`src/rtl/arrow_sprite_reader.sv`:
```
// Read side of the dropper lane: per-frame snapshot of the lane outputs, a 2-stage
// pixel lookup into the 40x40 arrow bitmap, and a hit-flash FSM with a saturating
// hit counter driven by score rising edges.
module arrow_sprite_reader #(
    parameter int unsigned SPR_W        = 40,
    parameter int unsigned SPR_H        = 40,
    parameter int unsigned FLASH_FRAMES = 8
) (
    input  logic                   Clk,
    input  logic                   Reset,
    input  logic                   frame_clk,
    input  logic [9:0]             drawX,
    input  logic [9:0]             drawY,
    input  logic [9:0]             dropX,
    input  logic [9:0]             dropY,
    input  logic [SPR_W*SPR_H-1:0] arrow,
    input  logic                   score,
    output logic                   arrow_on,
    output logic                   arrow_flash,
    output logic [7:0]             hit_count
);

    localparam int unsigned NPix       = SPR_W * SPR_H;
    localparam int unsigned IdxW       = $clog2(NPix);
    localparam logic [10:0] SprW11     = 11'(SPR_W);
    localparam logic [10:0] SprH11     = 11'(SPR_H);
    localparam logic [7:0]  FlashInit  = 8'(FLASH_FRAMES);

    typedef enum logic [0:0] {StIdle, StFlash} flash_state_e;

    // Frame edge detect
    logic frame_clk_q;
    logic frame_rise;
    logic score_edge;

    // Snapshot registers
    logic [9:0]      snap_x_q;
    logic [9:0]      snap_y_q;
    logic [NPix-1:0] snap_arrow_q;
    logic            snap_score_q;

    // Pixel pipeline
    logic [10:0] rel_x_d, rel_y_d;
    logic [10:0] rel_x_q, rel_y_q;
    logic        inbox_d, inbox_q;
    logic [IdxW-1:0] pix_idx;
    logic        arrow_on_q;

    // Flash FSM and hit counter
    flash_state_e state_q, state_d;
    logic [7:0]   flash_cnt_q, flash_cnt_d;
    logic [7:0]   hit_count_q;

    assign frame_rise = frame_clk & ~frame_clk_q;
    // Uses the old snap_score_q, i.e. the score seen at the previous snapshot.
    assign score_edge = frame_rise & score & ~snap_score_q;

    // Frame strobe delay for edge detection
    always_ff @(posedge Clk) begin
        if (Reset) frame_clk_q <= 1'b0;
        else       frame_clk_q <= frame_clk;
    end

    // Capture the lane outputs once per frame so the scan never tears
    always_ff @(posedge Clk) begin
        if (Reset) begin
            snap_x_q     <= '0;
            snap_y_q     <= '0;
            snap_arrow_q <= '0;
            snap_score_q <= 1'b0;
        end else if (frame_rise) begin
            snap_x_q     <= dropX;
            snap_y_q     <= dropY;
            snap_arrow_q <= arrow;
            snap_score_q <= score;
        end
    end

    // Stage 1 offsets and box test; 11-bit so snap+size never wraps
    always_comb begin
        rel_x_d = {1'b0, drawX} - {1'b0, snap_x_q};
        rel_y_d = {1'b0, drawY} - {1'b0, snap_y_q};
        inbox_d = ({1'b0, drawX} >= {1'b0, snap_x_q}) &&
                  ({1'b0, drawX} <  ({1'b0, snap_x_q} + SprW11)) &&
                  ({1'b0, drawY} >= {1'b0, snap_y_q}) &&
                  ({1'b0, drawY} <  ({1'b0, snap_y_q} + SprH11));
    end

    // Stage 1 register
    always_ff @(posedge Clk) begin
        if (Reset) begin
            rel_x_q <= '0;
            rel_y_q <= '0;
            inbox_q <= 1'b0;
        end else begin
            rel_x_q <= rel_x_d;
            rel_y_q <= rel_y_d;
            inbox_q <= inbox_d;
        end
    end

    // Index is only meaningful in-box; inbox_q masks it otherwise.
    assign pix_idx = IdxW'(rel_y_q) * IdxW'(SPR_W) + IdxW'(rel_x_q);

    // Stage 2 bitmap lookup against the snapshot present now
    always_ff @(posedge Clk) begin
        if (Reset) arrow_on_q <= 1'b0;
        else       arrow_on_q <= inbox_q & snap_arrow_q[pix_idx];
    end

    // Flash FSM state register
    always_ff @(posedge Clk) begin
        if (Reset) begin
            state_q     <= StIdle;
            flash_cnt_q <= '0;
        end else begin
            state_q     <= state_d;
            flash_cnt_q <= flash_cnt_d;
        end
    end

    // Flash FSM next state; a new hit reloads ahead of the frame decrement
    always_comb begin
        state_d     = state_q;
        flash_cnt_d = flash_cnt_q;
        unique case (state_q)
            StIdle: begin
                if (score_edge) begin
                    state_d     = StFlash;
                    flash_cnt_d = FlashInit;
                end
            end
            StFlash: begin
                if (score_edge) begin
                    flash_cnt_d = FlashInit;
                end else if (frame_rise) begin
                    if (flash_cnt_q <= 8'd1) begin
                        state_d     = StIdle;
                        flash_cnt_d = '0;
                    end else begin
                        flash_cnt_d = flash_cnt_q - 8'd1;
                    end
                end
            end
            default: begin
                state_d     = StIdle;
                flash_cnt_d = '0;
            end
        endcase
    end

    // Flash FSM outputs, aligned with the registered lookup
    always_comb begin
        arrow_flash = 1'b0;
        if (state_q == StFlash) arrow_flash = arrow_on_q;
    end

    // Saturating hit counter
    always_ff @(posedge Clk) begin
        if (Reset)                                  hit_count_q <= '0;
        else if (score_edge && hit_count_q != 8'hff) hit_count_q <= hit_count_q + 8'd1;
    end

    assign arrow_on  = arrow_on_q;
    assign hit_count = hit_count_q;

endmodule

```
`config.mk`:
```
export PLATFORM = sky130hd
export DESIGN_NAME = arrow_sprite_reader
export DESIGN_NICKNAME = d
export VERILOG_FILES = /design/src/rtl/arrow_sprite_reader.sv
export SDC_FILE = /design/constraint.sdc
export NUM_CORES = 2
export LEC_CHECK = 0
export ABC_CLOCK_PERIOD_IN_PS = 6800
export CAP_MARGIN = 20
export CORE_AREA = 2 2 639 641
export DETAILED_ROUTE_END_ITERATION = 6
export DIE_AREA = 0 0 641 643
export PLACE_DENSITY = 0.43
export SYNTH_ARGS = -nofsm -noshare
export SYNTH_HDL_FRONTEND = slang
export SYNTH_SLANG_ARGS = --single-unit
```
`constraint.sdc`:
```
create_clock -name Clk -period 6.8 [get_ports Clk]
set_input_delay 0.68 -clock Clk [delete_from_list [all_inputs] [get_ports Clk]]
set_output_delay 0.68 -clock Clk [all_outputs]
set_load 0.01 [all_outputs]
```
-- Word level (Yosys, flattened, before mapping)
Cells that the tools add are included.
- bits in registers: 1663
- bits of input ports: 1644
- output and inout bits: 10
- $add $sub $neg: 7
- multipliers: 1
- $lt $le $gt $ge: 6
- equal/unequal tests: 3
- multiplexer cells: 13
- bitwise operators: 7
- reductions and logical operators: 5
- operators with widths (cell ; count):
    two-way mux 8 bit ; 4
    adder 10 x 6 -> 11 bit, second input constant ; 2
    < comparator 10 x 11 -> 1 bit ; 2
    subtractor 10 x 10 -> 11 bit ; 2
    greater-or-equal comparator 10 bit ; 2
    one-hot mux 8 bit (2 select lines) ; 1
    < comparator 11 x 12 -> 1 bit, second input constant ; 1
    adder 11 bit ; 1
    binary-select mux 1 bit (select 11 bit) ; 1
    multiplier 11 x 3 -> 8 bit, second input constant ; 1
    adder 8 x 1 -> 8 bit, second input constant ; 1
    <= comparator 8 x 1 -> 1 bit, second input constant ; 1
    inequality test 8 bit, second input constant ; 1
    subtractor 8 x 1 -> 8 bit, second input constant ; 1
    two-way mux 1 bit ; 6
    AND 1 bit ; 4
    logical AND 1 bit ; 4
    inequality test 3 bit, second input constant ; 1
    NOT 1 bit ; 3
    inequality test 2 bit, second input constant ; 1
    one-hot mux 1 bit (2 select lines) ; 1
    AND reduction 2 bit ; 1

-- Longest topological paths before layout
- depth after elaboration: 6
- mapped depth: 15

-- Worst setup path before layout
OpenSTA, ideal clock, no wires.
- path kind: register to register
- start: register rel_y_q[1]
- end: register arrow_on_q (netlist: arrow_on)
- library setup time: 0.124 ns
- arrival time: 3.326 ns
- data required time: 6.676 ns
- setup slack: 3.351 ns
- cell stages (with the launch flop): 15
- buffers on the path: 0
- cells stage by stage: dfxtp_1 -> ha_1 -> ha_1 -> inv_1 -> fa_1 -> inv_1 -> ha_1 -> inv_1 -> xnor2_1 -> a21oi_1 -> a211oi_2 -> nor4_1 -> or4_1 -> a31oi_1 -> nor4_1
- cells in the longest elaborated chain, start to end: 5
- ends and longest elaborated chain (element ; line ; source):
    from (decl) ; 44 ; logic [10:0] rel_x_q, rel_y_q;
    from (signal assigned) ; 97 ; rel_y_q <= rel_y_d;
    multiplier 11 x 3 -> 8 bit ; 103 ; assign pix_idx = IdxW'(rel_y_q) * IdxW'(SPR_W) + IdxW'(rel_x_q);
    adder 11 bit ; 103 ;
    binary-select mux 1 bit (select 11 bit) ; 108 ; else arrow_on_q <= inbox_q & snap_arrow_q[pix_idx];
    two-way mux 1 bit (implied by the code) ; 108 ;
    AND 1 bit ; 108 ;
    to (signal assigned) ; 108 ;
    to (decl) ; 47 ; logic arrow_on_q;
No other way between the ends. The select of a mux whose other input is x is not followed.
A chain may end at the register's enable or synchronous reset.

-- Worst setup path after layout
- start: register rel_x_q[1]
- end: register arrow_on_q (netlist: arrow_on)
- cells in the longest elaborated chain, start to end: 4
- ends and longest elaborated chain (element ; line ; source):
    from (decl) ; 44 ;
    from (signal assigned) ; 96 ; rel_x_q <= rel_x_d;
    adder 11 bit ; 103 ;
    binary-select mux 1 bit (select 11 bit) ; 108 ;
    two-way mux 1 bit (implied by the code) ; 108 ;
    AND 1 bit ; 108 ;
No other way between the ends. The select of a mux whose other input is x is not followed.

==> results.yml <==
die:
  die_h_um: 643
  start_util_pct: 17.70
  die-area_um2: 412200
  pin_count: 1654
  die_x_um: 641
  coreArea_um2: 405200
  num_rows: 234
critical_path:
  worstSetupPathType: "register to register"
  r2r_slack_ns: 2.16
  r2r-end: "arrow_on"
  path_common_cell: "buf_4"
  cp-start-kind: "register"
  max_stage_delay_ns: 0.93
  cpLargestDelayFamily: "compound AO/OA/AOI/OAI gates"
  endpoint: "arrow_on"
  r2r_cells: 12
  crit_arrival_ns: 5.37
  path_buf_inv: 3
  required_ns: 7.54
  end_kind: "register"
  path_cells: "nor2b_4 > buf_4 > buf_4 > a221oi_1 > a22oi_1 > nand3_1 > a21oi_1 > o22ai_1 > buf_4 > a22oi_1 > and3_1 > nor4_1"
  r2r-start: "rel_x_q[1]"
  crit_start: "rel_x_q[1]"
  cp_slowest_cell: "dfxtp_4"
  crit_cells: 12
  path_max_fanout: 32
finish:
  fillers: 44670
  post-route-util_pct: 24.85
  fin_cells: 15590
  drive_above_1_share_pct: 7.785
  num-nets-final: 11620
  area_growth_pct: 40.38
power_and_ir_drop:
  p_switching_w: 0.008554
  p_int_w: 0.01906
  p_per_area_nw_per_um2: 274.3
  ir_worst_vdd_mv: 0.1985
  clockPowerShare_pct: 41.2
  swShare_pct: 30.97
  combinationalPowerShare_pct: 20.2
  p_leak_nw: 35.41
  power_frac_seq_pct: 38.6
global_routing:
  grt_first_pass_wirelength_um: 532900
  overflow: 0
  antenna_found_initial: 134
  grt_pass1_vias: 66590
  track_usage_pct: 18.22
  grt_max_degree: 206
routing:
  first_pass_iters: 6
  vias: 67440
  postRouteAntennaNets: 0
  routedWlPerCell_um: 25.31
  wl_um: 394400
  drt_iter0_markers: 4813
  routed_via_density: 4.327
  drc: 0
clock_tree:
  h-tree-depth: 4
  cts.clk_slew.worst_paths_ns: 0.06
  clock_latency_ns: 0.88
  cts_buffers: 207
  ctsResizeCount: 0
  cts_setup_buffers: 0
  cts_tree: "done"
  clockBufferDepth: 4
  clock_sink_count: 1660
  ctsRootBufferMaster: "clkbuf_16"
  hold_buffers: 0
logic_synthesis:
  synth_cell_types: 52
  synth_flop_cell: "dfxtp_1"
  synth_seq_area_share_pct: 46.34
  yosysWarnings: 0
  yosysTopAreaCellShare_pct: 46.34
  syn_inst: 8625
  synth-seq-cells: 1660
  synthTopCellsByCount: "nand2_1, a21oi_1, dfxtp_1, clkbuf_1, mux4_2"
  synth_edf_count: 0
  syn_avg_cell_area_um2: 8.315
  synthTopCellsByArea: "dfxtp_1, nand2_1, a21oi_1"
  netlist_area_um2: 71720
  synth.largest_area_cell: "dfxtp_1"
  syn_nets: 10330
  yosys.cell_count.top_type: "nand2_1"
  async_reset_ff_share_pct: 0
sta:
  fin_skew_ns: 0.06815
  setup_ws_ns: 2.164
  setup_violations: 0
  rsz0062_at_grt: "false"
  finalMaxSlewViolations: 0
  max_freq_mhz: 215.7
  hold_viol_final: 0
  tns_ns: 0
  slew_headroom_pct: 23.28
  tightest_slew_ns: 1.151
  period_minus_slack_ns: 4.636
  timing.final.crit_share_pct: 68.17
place:
  place_ws_ns: 1.756
  post-dp-hpwl_um: 298000
  numPlacedInstances: 15140
  place.port_buffers: 1653
  gp_congestion: 0.8276
hold_path:
  hold_class: "primary input to register"
flow_run:
  max-cap-violations: 0
status:
  status: "finished, final reports clean"
## power by group through the flow
stage               clock network [W]  logic [W]  registers [W]
detailed placement                  0    0.00578         0.0109
global placement                    0    0.00578         0.0109
global route                   0.0121    0.00604         0.0107
finish                         0.0114    0.00557         0.0107
CTS                            0.0118    0.00580         0.0107
floorplan                           0    0.00253         0.0107
## per-layer routing
layer	track usage, %	part of all wire [%]	up-vias
met5	0	0.037	-
met4	5.676	2.9	22
met3	2.806	4.9	516
met2	32.68	51	1808
met1	22.14	41	33050
li1	-	-	32050
## through the flow
step	hold slack, ns	power (W)	instance area (um^2)
floorplan	0.4315	0.01321	71720
global placement	0.4388	0.01665	93520
detailed placement	0.4434	0.01666	93540
CTS	0.1514	0.02822	100500
global route	0.1952	0.02886	100600
finish	0.2218	0.02762	100700
## layout make-up
type                    count  area, um^2  share of cell area, %
well taps                5428        6792                  6.746
clock inverters            74       820.8                 0.8153
multi-input cells        6220       35240                  35.00
repair buffers           1790       18120                  18.00
clock buffers             301        6118                  6.077
flip-flops and latches   1660       33240                  33.02
inverters                  39       160.2                 0.1591
diodes                     73       182.7                 0.1815
## worst min path at each step
stage | from | to | cells after the start | slack, ns
2_1_floorplan | snap_arrow_q[1057] | snap_arrow_q[1057] | 2 | 0.43
3_3_place_gp | snap_arrow_q[864] | snap_arrow_q[864] | 2 | 0.44
3_5_place_dp | snap_arrow_q[439] | snap_arrow_q[439] | 2 | 0.44
4_1_cts | Reset | snap_arrow_q[852] | 2 | 0.15
5_1_grt | Reset | snap_arrow_q[1542] | 2 | 0.20
6_report | Reset | snap_arrow_q[1543] | 2 | 0.22
## layout by cell type, fill, tap and decap left out, types with 10 or more instances in the layout
master,netlist,layout
o211ai_1,11,11
buf_12,15,42
clkdlybuf4s50_1,0,1652
xor2_1,15,11
mux4_2,261,261
clkbuf_8,0,50
buf_4,9,93
nand4_1,20,20
clkinv_2,0,36
nor2b_1,18,16
clkbuf_16,0,211
dfxtp_1,1660,1657
mux2i_1,255,255
o22ai_1,12,12
bufinv_16,0,10
xnor2_1,26,20
nor3_1,21,21
nand3_1,51,51
a22oi_1,77,77
a21o_1,13,13
nor2_1,67,55
clkinvlp_4,0,13
mux4_1,25,25
nand2_1,3294,3293
a221oi_1,120,119
nand2b_1,11,10
o21ai_0,88,88
ha_1,55,54
clkbuf_1,558,40
a21oi_1,1678,1678
a211oi_1,17,16
nor4_1,10,10
a31oi_1,11,11
diode_2,0,73
inv_1,38,36
## registers in the layout (all words and copies together), names as in the netlist
name / flops
hit_count: 8
snap_x_q: 10
state_q: 1
inbox_q: 1
arrow_on: 1
snap_arrow_q: 1600
rel_y_q: 8
flash_cnt_q: 8
snap_score_q: 1
rel_x_q: 11
snap_y_q: 10
frame_clk_q: 1
## cells by family (layout without fill, tap and decap cells)
kind of cell	after synthesis	after routing	share of synthesized area, %
AOI/OAI and AO/OA	2066	2066	15.75
xor gates and xnor gates	41	41	0.5007
adders and majority gates	59	59	1.071
buffers and inverters	745	2204	4.861
DFF	1660	1660	46.34
muxes	542	542	12.69
other	0	73	0
and+or+nand+nor	3512	3512	18.79
Note: power is estimated with default switching activity, not from simulation.
